<file path="config.mk">
export PLATFORM = sky130hd
export DESIGN_NAME = tmpreg_ctrl
export DESIGN_NICKNAME = d
export VERILOG_FILES = /design/src/rtl/tmpreg_ctrl.sv
export SDC_FILE = /design/constraint.sdc
export NUM_CORES = 1
export LEC_CHECK = 0
export CAP_MARGIN = 10
export CORE_AREA = 4 4 183 185
export DETAILED_ROUTE_END_ITERATION = 10
export DIE_AREA = 0 0 187 189
export PLACE_DENSITY_LB_ADDON = 0.2
export SYNTH_ARGS = -nofsm -noshare
export SYNTH_HDL_FRONTEND = slang
export SYNTH_SLANG_ARGS = --single-unit
</file>
<file path="constraint.sdc">
create_clock -name clock -period 9.1 [get_ports clock]
set_input_delay 1.365 -clock clock [delete_from_list [all_inputs] [get_ports clock]]
set_output_delay 1.365 -clock clock [all_outputs]
set_load 0.02 [all_outputs]
</file>
<file path="src/rtl/tmpreg_ctrl.sv">
// Temp-register (reorder) controller: allocates tags at dispatch, marks results on writeback,
// and retires completed entries in order from the head of an externally stored 32-entry file.
module tmpreg_ctrl #(
  parameter int unsigned ENTRIES = 32
) (
  input  logic        clock,
  input  logic        reset,
  input  logic        flush,

  input  logic        disp_valid,
  output logic        disp_ready,
  input  logic [4:0]  disp_rd,
  input  logic [31:0] disp_pc,
  input  logic [1:0]  disp_type,
  output logic [4:0]  disp_tag,

  input  logic        cdb_valid,
  input  logic [4:0]  cdb_tag,
  input  logic [31:0] cdb_data,

  output logic        commit_valid,
  input  logic        commit_ready,
  output logic [4:0]  commit_rd,
  output logic [31:0] commit_pc,
  output logic [1:0]  commit_type,
  output logic [31:0] commit_data,

  input  logic [4:0]  lookup_tag,
  output logic [72:0] lookup_data,
  output logic [5:0]  count,

  output logic [72:0] rf_data_in,
  output logic [4:0]  rf_waddr,
  output logic        rf_new_entry,
  output logic        rf_update_entry,
  output logic [4:0]  rf_rd_addr1,
  input  logic [72:0] rf_data_out1,
  output logic [4:0]  rf_rd_addr2,
  input  logic [72:0] rf_data_out2
);

  localparam logic [5:0] FullCount = 6'(ENTRIES);

  logic [4:0] r_head;
  logic [4:0] r_tail;
  logic [5:0] r_count;

  logic [4:0] w_head_nxt;
  logic [4:0] w_tail_nxt;
  logic [5:0] w_count_nxt;

  logic       w_full;
  logic       w_empty;
  logic       w_disp_acc;
  logic [4:0] w_wb_offset;
  logic       w_wb_in_window;
  logic       w_wb;
  logic       w_commit;

  assign w_full  = (r_count == FullCount);
  assign w_empty = (r_count == 6'd0);

  // Writeback owns the single write port, so dispatch stalls whenever the CDB is active.
  assign disp_ready = !w_full && !cdb_valid && !flush;
  assign w_disp_acc = disp_valid && disp_ready;
  assign disp_tag   = r_tail;

  // Tag is live iff its distance from head (mod 32) is below the occupancy.
  assign w_wb_offset    = cdb_tag - r_head;
  assign w_wb_in_window = ({1'b0, w_wb_offset} < r_count);
  assign w_wb           = cdb_valid && !flush && w_wb_in_window;

  assign rf_rd_addr1  = r_head;
  assign commit_valid = !w_empty && rf_data_out1[0] && rf_data_out1[1] && !flush;
  assign commit_rd    = rf_data_out1[72:68];
  assign commit_pc    = rf_data_out1[67:36];
  assign commit_type  = rf_data_out1[35:34];
  assign commit_data  = rf_data_out1[33:2];
  assign w_commit     = commit_valid && commit_ready;

  assign rf_rd_addr2 = lookup_tag;
  assign lookup_data = rf_data_out2;
  assign count       = r_count;

  always_comb begin
    rf_new_entry    = 1'b0;
    rf_update_entry = 1'b0;
    rf_waddr        = 5'd0;
    rf_data_in      = 73'd0;
    if (w_wb) begin
      rf_update_entry  = 1'b1;
      rf_waddr         = cdb_tag;
      rf_data_in[33:2] = cdb_data;
      rf_data_in[1]    = 1'b1;
    end else if (w_disp_acc) begin
      rf_new_entry = 1'b1;
      rf_waddr     = r_tail;
      rf_data_in   = {disp_rd, disp_pc, disp_type, 32'h0, 1'b0, 1'b1};
    end
  end

  always_comb begin
    w_head_nxt  = r_head;
    w_tail_nxt  = r_tail;
    w_count_nxt = r_count;
    if (flush) begin
      w_head_nxt  = 5'd0;
      w_tail_nxt  = 5'd0;
      w_count_nxt = 6'd0;
    end else begin
      if (w_commit) begin
        w_head_nxt = r_head + 5'd1;
      end
      if (w_disp_acc) begin
        w_tail_nxt = r_tail + 5'd1;
      end
      unique case ({w_disp_acc, w_commit})
        2'b10:   w_count_nxt = r_count + 6'd1;
        2'b01:   w_count_nxt = r_count - 6'd1;
        default: w_count_nxt = r_count;
      endcase
    end
  end

  always_ff @(posedge clock or posedge reset) begin
    if (reset) begin
      r_head  <= 5'd0;
      r_tail  <= 5'd0;
      r_count <= 6'd0;
    end else begin
      r_head  <= w_head_nxt;
      r_tail  <= w_tail_nxt;
      r_count <= w_count_nxt;
    end
  end

endmodule

</file>
Word level (Yosys, flattened, before mapping). Index checks and enable logic that the tools add are counted. Widths: inputs -> output; s select.

$add $sub $neg: 5. $lt $le $gt $ge: 1. Equal/unequal tests: 3. Multiplexer cells: 15. Reductions and logical operators: 17.

Operators by type and width (number): $mux 73 (1); $mux 39 (1); $mux 33 (1); $mux 5 (6); $pmux 6 s2 (1); $add 5x1->5 const B (2); $logic_and 1x1->1 (9); $add 6x1->6 const B (1); $eq 6x6->1 const B (1); $logic_not 6->1 (1); $lt 5x6->1 (1); $mux 6 (1); $sub 6x1->6 const B (1); $sub 5x5->5 (1); $logic_not 1->1 (4); $mux 1 (4); $reduce_bool 2->1 (2); $reduce_bool 3->1 (1); $eq 2x1->1 const B (1); $eq 2x2->1 const B (1).

Flip-flop bits (word level): 16. Input bits: 233. Output and inout bits: 247. Word-level logic and storage cells: 44.

Longest topological paths before layout. Gate-level depths: netlist of the first run.

Depth in word-level cells: 9. Gate-level depth with buffers: 14. Gate-level depth less buffers: 12.

Least setup slack after synthesis of the first run. OpenSTA, ideal clock, no wires.

Path kind: input to output. Start point: in cdb_tag[0]. End point: out rf_data_in[10]. Data arrival time: 3.802 ns. Required time: 7.735 ns. Path slack: 3.933 ns. Cell stages on the path: 14. Buffers on the path: 2. Path through: inv_1 > ha_1 > inv_1 > fa_1 > a21o_1 > a21oi_1 > xnor2_1 > ha_1 > a21oi_1 > o21ai_0 > a41oi_1 > clkbuf_1 > clkbuf_1 > and2_1.

Word-level cells in the longest chain between the ends: 4.

Ends and longest elaborated chain: start: declaration (RTL line 18) `input logic [4:0] cdb_tag,`; $sub 5x5->5 (RTL line 69) `assign w_wb_offset = cdb_tag - r_head;`; $lt 5x6->1 (RTL line 70) `assign w_wb_in_window = ({1'b0, w_wb_offset} < r_count);`; $logic_and 1x1->1 (RTL line 71) `assign w_wb = cdb_valid && !flush && w_wb_in_window;`; $mux 33 (RTL line 90) `if (w_wb) begin`; end: declaration (RTL line 32) `output logic [72:0] rf_data_in,`.

Every way passes these cells.

Worst setup path in the final report of the first run.
Start point: in cdb_tag[0]. End point: out rf_data_in[23].

The elaborated chain is that of the path after synthesis.

==> results.ini, run 1 <==
[clocking]
cts_made_buffers = 3
cts_hold_repair.buffers = 0
clock_root_buffer = clkbuf_16
cts_num_sinks = 16
clockBufferDepth = 2
cts.repair_timing.setup_buffer_count = 0
ctsResizeCount = 0
htreeDepth = 1
tritoncts = built
clk_latency_ns = 0.24
clk_transition_reported_paths_ns = 0.05

[placement]
dp_hpwl_um = 10310
place.gp.congestion = 0.7217
detailedPlace.worstSlack_ns = 2.816
dpl_cell_area_mm2 = 0.004099
port_buffers = 181

[status]
status = complete, no violations

[pwr]
static-leakage-power_nw = 1.529
vdd_drop_max_mv = 0.03318
power.density_cell_area_mw_per_mm2 = 68.77

[yosys]
postSynth.topFlopCell = dfrtp_1
synth_area_per_inst_um2 = 7.865
syn-num-nets = 623
synth-edff-count = 0
netlist-cell-type-count = 39
yosys_register_bits = 16
synthesis.instances = 374
yosysSeqAreaShare = 0.1361
synth_warnings = 0
post_synth_instance_area_mm2 = 0.002942
async_flop_share = 1.000

[sta]
min_period_over_period = 0.6813
setup-violations-final = 0
post_route_skew_ns = 0.0008979
worst_slack_ns = 2.900
fin_worst_hold_slack_ns = 0.5851
fmax_mhz = 161.3
slew_viol_final = 0
timing.final.crit_period_ns = 6.200
final_hold_fails = 0
setup_tns_ns = 0
timing_worst_slew_pin_value_ns = 0.6671
unrepaired_setup_endpoints_after_global_routing = false
slew_headroom = 0.5548

[detailed_routing]
avgRoutedWirePerCell_um = 14.90
top_layer = met4
drt_iter0_drc = 65
post-route-drc-count = 0
route.met3.wl_um = 1711
met2_wirelength_um = 6150
routed_wl_um = 11980
drt-vias-per-instance = 3.060
wl_met1_um = 3444
vias = 2460
drt_first_pass_iters = 4
ant_nets = 0

[setup_path]
launching_element_type_of_the_critical_path = primary input
cp.required_ns = 7.74
cp_data_arrival_time_ns = 4.84
critical_path_peak_fanout = 39
path_class = primary input to primary output
worst_setup_path_end_kind = primary output

[layout]
layout.area.seq_um2 = 400.4
area_growth_pct = 42.37
n_antenna_cell = 0
design.final.nets = 646
drive_gt1_frac = 0.03283
design_area_mm2 = 0.004188
layout.core_utilization = 0.1307
multi_input_area_mm2 = 0.001316
filler_cell_count = 3667

[floorplan]
die_w_um = 187
fp.dieArea_mm2 = 0.03534
design.core.area_mm2 = 0.03204
start_util = 0.09181
chipHeight_um = 189
number_of_ports_placed_on_the_die_boundary = 480
std_cell_rows = 66

[global_route]
globalRoute.totalOverflow = 0
grt.total_usage = 0.06291
grt_pass1_wl_um = 16820
first_global_vias = 2618
pin_count_of_the_biggest_net_entering_global_routing = 61
grt_antenna_before_repair = 1

[run]
drv_cap = 0

[hold_path]
hold_class = flop to flop

[final timing paths]
check | startpoint | to | slack [ns] | depth (start not counted)
max | cdb_tag[0] | rf_data_in[23] | 2.90 | 15
min | disp_tag[4]$_DFFE_PP0P_ | disp_tag[4]$_DFFE_PP0P_ | 0.59 | 2
max reg2reg | count[4]$_DFFE_PP0P_ | count[5]$_DFFE_PP0P_ | 5.73 | 9
min reg2reg | disp_tag[4]$_DFFE_PP0P_ | disp_tag[4]$_DFFE_PP0P_ | 0.59 | 2
max in group asynchronous | reset | count[3]$_DFFE_PP0P_ | 7.12 | 2
min in group asynchronous | reset | disp_tag[4]$_DFFE_PP0P_ | 1.55 | 2
[placed cells by master (no fill, tap or decap), types with 2 or more instances in the layout]
master           Yosys  routed
fa_1                 2       2
clkdlybuf4s50_1      0     181
nor3_1               4       4
o31a_1               2       2
inv_1               12      12
buf_4              151       2
nand3_1              4       4
dfrtp_1             16      16
a22oi_1              2       2
a21o_1               6       6
a22o_1               8       8
xor2_1               4       4
mux2i_1              3       3
o21ai_0              9       9
nand2_1              9       9
and2_1              71      71
a21oi_1              6       6
mux2_2               2       2
xnor2_1              8       8
ha_1                14      14
clkbuf_16            0       3
nor2_1              10      10
[critical path, stage by stage]
cell and delay [ns]:
clkdlybuf4s50_1 0.47, inv_1 0.08, ha_1 0.14, inv_1 0.06, fa_1 0.39, a21o_1 0.19, a21oi_1 0.17, xnor2_1 0.14
ha_1 0.27, a21oi_1 0.13, o21ai_0 0.10, a41oi_2 0.17, buf_4 0.34, and2_1 0.20, clkdlybuf4s50_1 0.60
[kinds of logic after synthesis]
kind of cell	synth area share
AOI/OAI and AO/OA	0.1051
xor gates and xnor gates	0.03573
adders and majority gates	0.07316
buffers and inverters	0.4190
DFF	0.1361
muxes	0.01786
and+or+nand+nor	0.2131
[power breakdown]
part           switching, mW  leakage [nW]  internal [mW]
Combinational         0.0494          1.26         0.0675
Clock                 0.0282        0.0442         0.0668
Sequential           0.00354         0.222         0.0726
Total                 0.0811          1.53          0.207
[flip-flops by register name (all words and copies together) (netlist names)]
signal and cells:
rf_rd_addr1 5, disp_tag 5, count 6
[routing by layer]
layer,GRT usage,vias up
li1,-,1092
met1,0.04994,1040
met2,0.1196,248
met3,0.03485,80
met4,0.03726,0
met5,0,-
[Yosys cell counts (2+ instances only)]
cell | count | area share
a21o_1 | 6 | 0.015
a21oi_1 | 6 | 0.010
a22o_1 | 8 | 0.024
a22oi_1 | 2 | 0.0051
and2_1 | 71 | 0.15
buf_4 | 151 | 0.39
clkbuf_1 | 13 | 0.017
dfrtp_1 | 16 | 0.14
fa_1 | 2 | 0.014
ha_1 | 14 | 0.060
inv_1 | 12 | 0.015
mux2_2 | 2 | 0.0077
mux2i_1 | 3 | 0.010
nand2_1 | 9 | 0.011
nand3_1 | 4 | 0.0068
nor2_1 | 10 | 0.013
nor3_1 | 4 | 0.0068
o21ai_0 | 9 | 0.015
o31a_1 | 2 | 0.0060
xnor2_1 | 8 | 0.024
xor2_1 | 4 | 0.012
[cell type report]
| type | count | area share |
|---|---|---|
| Clock buffer | 4 | 0.02121 |
| Inverter | 12 | 0.01076 |
| Timing Repair Buffer | 183 | 0.4362 |
| Tap cell | 408 | 0.1219 |
| Sequential cell | 16 | 0.09561 |
| Multi-Input combinational cell | 181 | 0.3143 |
[through the flow]
stage,cells,power [mW]
2_1_floorplan,374,0.2192
3_3_place_gp,800,0.1973
3_5_place_dp,800,0.1974
4_1_cts,804,0.2950
5_1_grt,804,0.3045
6_report,804,0.2880
Note: power is estimated with default switching activity, not from simulation.
==> run 2, diff against run 1 <==
--- a/config.mk
+++ b/config.mk
@@ -6,9 +6,9 @@
 export NUM_CORES = 1
 export LEC_CHECK = 0
 export CAP_MARGIN = 10
-export CORE_AREA = 4 4 183 185
+export CORE_AREA = 4 4 187 189
 export DETAILED_ROUTE_END_ITERATION = 10
-export DIE_AREA = 0 0 187 189
+export DIE_AREA = 0 0 191 193
 export PLACE_DENSITY_LB_ADDON = 0.2
 export SYNTH_ARGS = -nofsm -noshare
 export SYNTH_HDL_FRONTEND = slang
==> constraint.sdc (replaced) <==
create_clock -name clock -period 5.85 [get_ports clock]
set_input_delay 0.8775 -clock clock [delete_from_list [all_inputs] [get_ports clock]]
set_output_delay 0.8775 -clock clock [all_outputs]
set_load 0.02 [all_outputs]
==> results.ini, run 2 (same netlist as run 1, synthesis figures left out) <==
[status]
status = complete, no violations

[detailed_routing]
vias = 2435
drt-vias-per-instance = 2.888
post-route-drc-count = 0
drt_first_pass_iters = 4
routed_wl_um = 12420
ant_nets = 0
avgRoutedWirePerCell_um = 14.74
drt_iter0_drc = 45

[pwr]
static-leakage-power_nw = 1.525
power.density_cell_area_mw_per_mm2 = 103.6
vdd_drop_max_mv = 0.05058

[global_route]
grt.total_usage = 0.06121
first_global_vias = 2551
grt_antenna_before_repair = 1
grt_pass1_wl_um = 16730
globalRoute.totalOverflow = 0
pin_count_of_the_biggest_net_entering_global_routing = 61

[sta]
timing_worst_slew_pin_value_ns = 0.6954
slew_headroom = 0.5359
fin_worst_hold_slack_ns = 0.5853
min_period_over_period = 0.8826
unrepaired_setup_endpoints_after_global_routing = false
setup-violations-final = 0
slew_viol_final = 0
timing.final.crit_period_ns = 5.163
post_route_skew_ns = 0.004515
final_hold_fails = 0
setup_tns_ns = 0
fmax_mhz = 193.7

[layout]
design_area_mm2 = 0.004248
layout.area.seq_um2 = 400.4
n_antenna_cell = 0
area_growth_pct = 44.41
drive_gt1_frac = 0.03038
multi_input_area_mm2 = 0.001328
layout.core_utilization = 0.1276
largest_register_ffs = 6
filler_cell_count = 3851
layout.cells.most_common_list = clkdlybuf4s50_1 (181), and2_1 (71), dfrtp_1 (16)
design.final.nets = 646
mostFrequentLayoutCell = clkdlybuf4s50_1

[clocking]
cts_hold_repair.buffers = 0
cts_made_buffers = 3
htreeDepth = 1
cts.repair_timing.setup_buffer_count = 0
clockBufferDepth = 2
cts_num_sinks = 16
tritoncts = built
ctsResizeCount = 0
clk_transition_reported_paths_ns = 0.05
clock_root_buffer = clkbuf_16
clk_latency_ns = 0.25

[floorplan]
chipHeight_um = 193
number_of_ports_placed_on_the_die_boundary = 480
std_cell_rows = 67
die_w_um = 191
design.core.area_mm2 = 0.03328
fp.dieArea_mm2 = 0.03686
start_util = 0.08839

[placement]
dpl_cell_area_mm2 = 0.004173
port_buffers = 181
place.gp.congestion = 0.6421
dp_hpwl_um = 10740

[setup_path]
crit-reg2reg-capture = count[5]$_DFFE_PP0P_
regToRegSetupSlack_ns = 2.54
path_class = primary input to primary output
timing.rr.start = count[4]$_DFFE_PP0P_
launching_element_type_of_the_critical_path = primary input
cp.required_ns = 4.97
cp_data_arrival_time_ns = 4.29
r2r.worst_path.cells = 9
critical_path_peak_fanout = 39
worst_setup_path_end_kind = primary output

[run]
drv_cap = 0

[hold_path]
hold_path_end = disp_tag[4]$_DFFE_PP0P_
holdPathStages = 2
min_from = disp_tag[4]$_DFFE_PP0P_
hold_class = flop to flop

[run 2: worst max-delay path by stage]
stage,endpoint,cells after the start,startpoint,slack [ns]
floorplan,rf_data_in[10],14,cdb_tag[0],1.66
global placement,rf_waddr[0],15,cdb_tag[0],0.66
detailed placement,rf_waddr[0],15,cdb_tag[0],0.60
CTS,rf_waddr[0],15,cdb_tag[0],0.60
global route,rf_waddr[0],15,cdb_tag[0],0.45
finish,rf_waddr[0],15,cdb_tag[0],0.69
[run 2: cell type report]
type,count,share of cell area
Clock buffer,3,0.01767
Inverter,12,0.01060
Multi-Input combinational cell,181,0.3125
Sequential cell,16,0.09426
Tap cell,448,0.1320
Timing Repair Buffer,183,0.4330
[run 2: stage by stage]
step	worst slack (ns)	power [mW]	cells
finish	0.6866	0.4400	843
global placement	0.6561	0.3110	840
detailed placement	0.6026	0.3099	840
CTS	0.5992	0.4481	843
global route	0.4472	0.4621	843
floorplan	1.658	0.3409	374
[run 2: critical path, stage by stage]
cell	delay [ns]
clkdlybuf4s50_1	0.43
inv_1	0.07
ha_1	0.14
inv_1	0.06
fa_1	0.39
a21o_1	0.19
a21oi_1	0.17
xnor2_1	0.14
ha_1	0.29
a21oi_1	0.14
o21ai_0	0.14
a41oi_4	0.24
buf_12	0.22
a22o_1	0.18
clkdlybuf4s50_1	0.61
[run 2: routing by layer]
layer  GRT usage  wire (um)
met5           0         13
met1     0.04983       3593
met2      0.1073       5781
met3     0.04105       2206
met4     0.04061        828
[run 2: power by group]
group	switching (mW)	total [mW]	leakage [nW]	internal, mW
registers	0.00542	0.118	0.222	0.113
clock network	0.0466	0.137	0.0370	0.0900
logic	0.0782	0.185	1.27	0.107
==> run 3, diff against run 2 <==
--- a/config.mk
+++ b/config.mk
@@ -7,6 +7,7 @@
 export LEC_CHECK = 0
 export CAP_MARGIN = 10
 export CORE_AREA = 4 4 187 189
+export CTS_CLUSTER_DIAMETER = 40
 export DETAILED_ROUTE_END_ITERATION = 10
 export DIE_AREA = 0 0 191 193
 export PLACE_DENSITY_LB_ADDON = 0.2
==> results of run 3 <==
No change in the layout: final DEF, timing and power equal those of run 2.
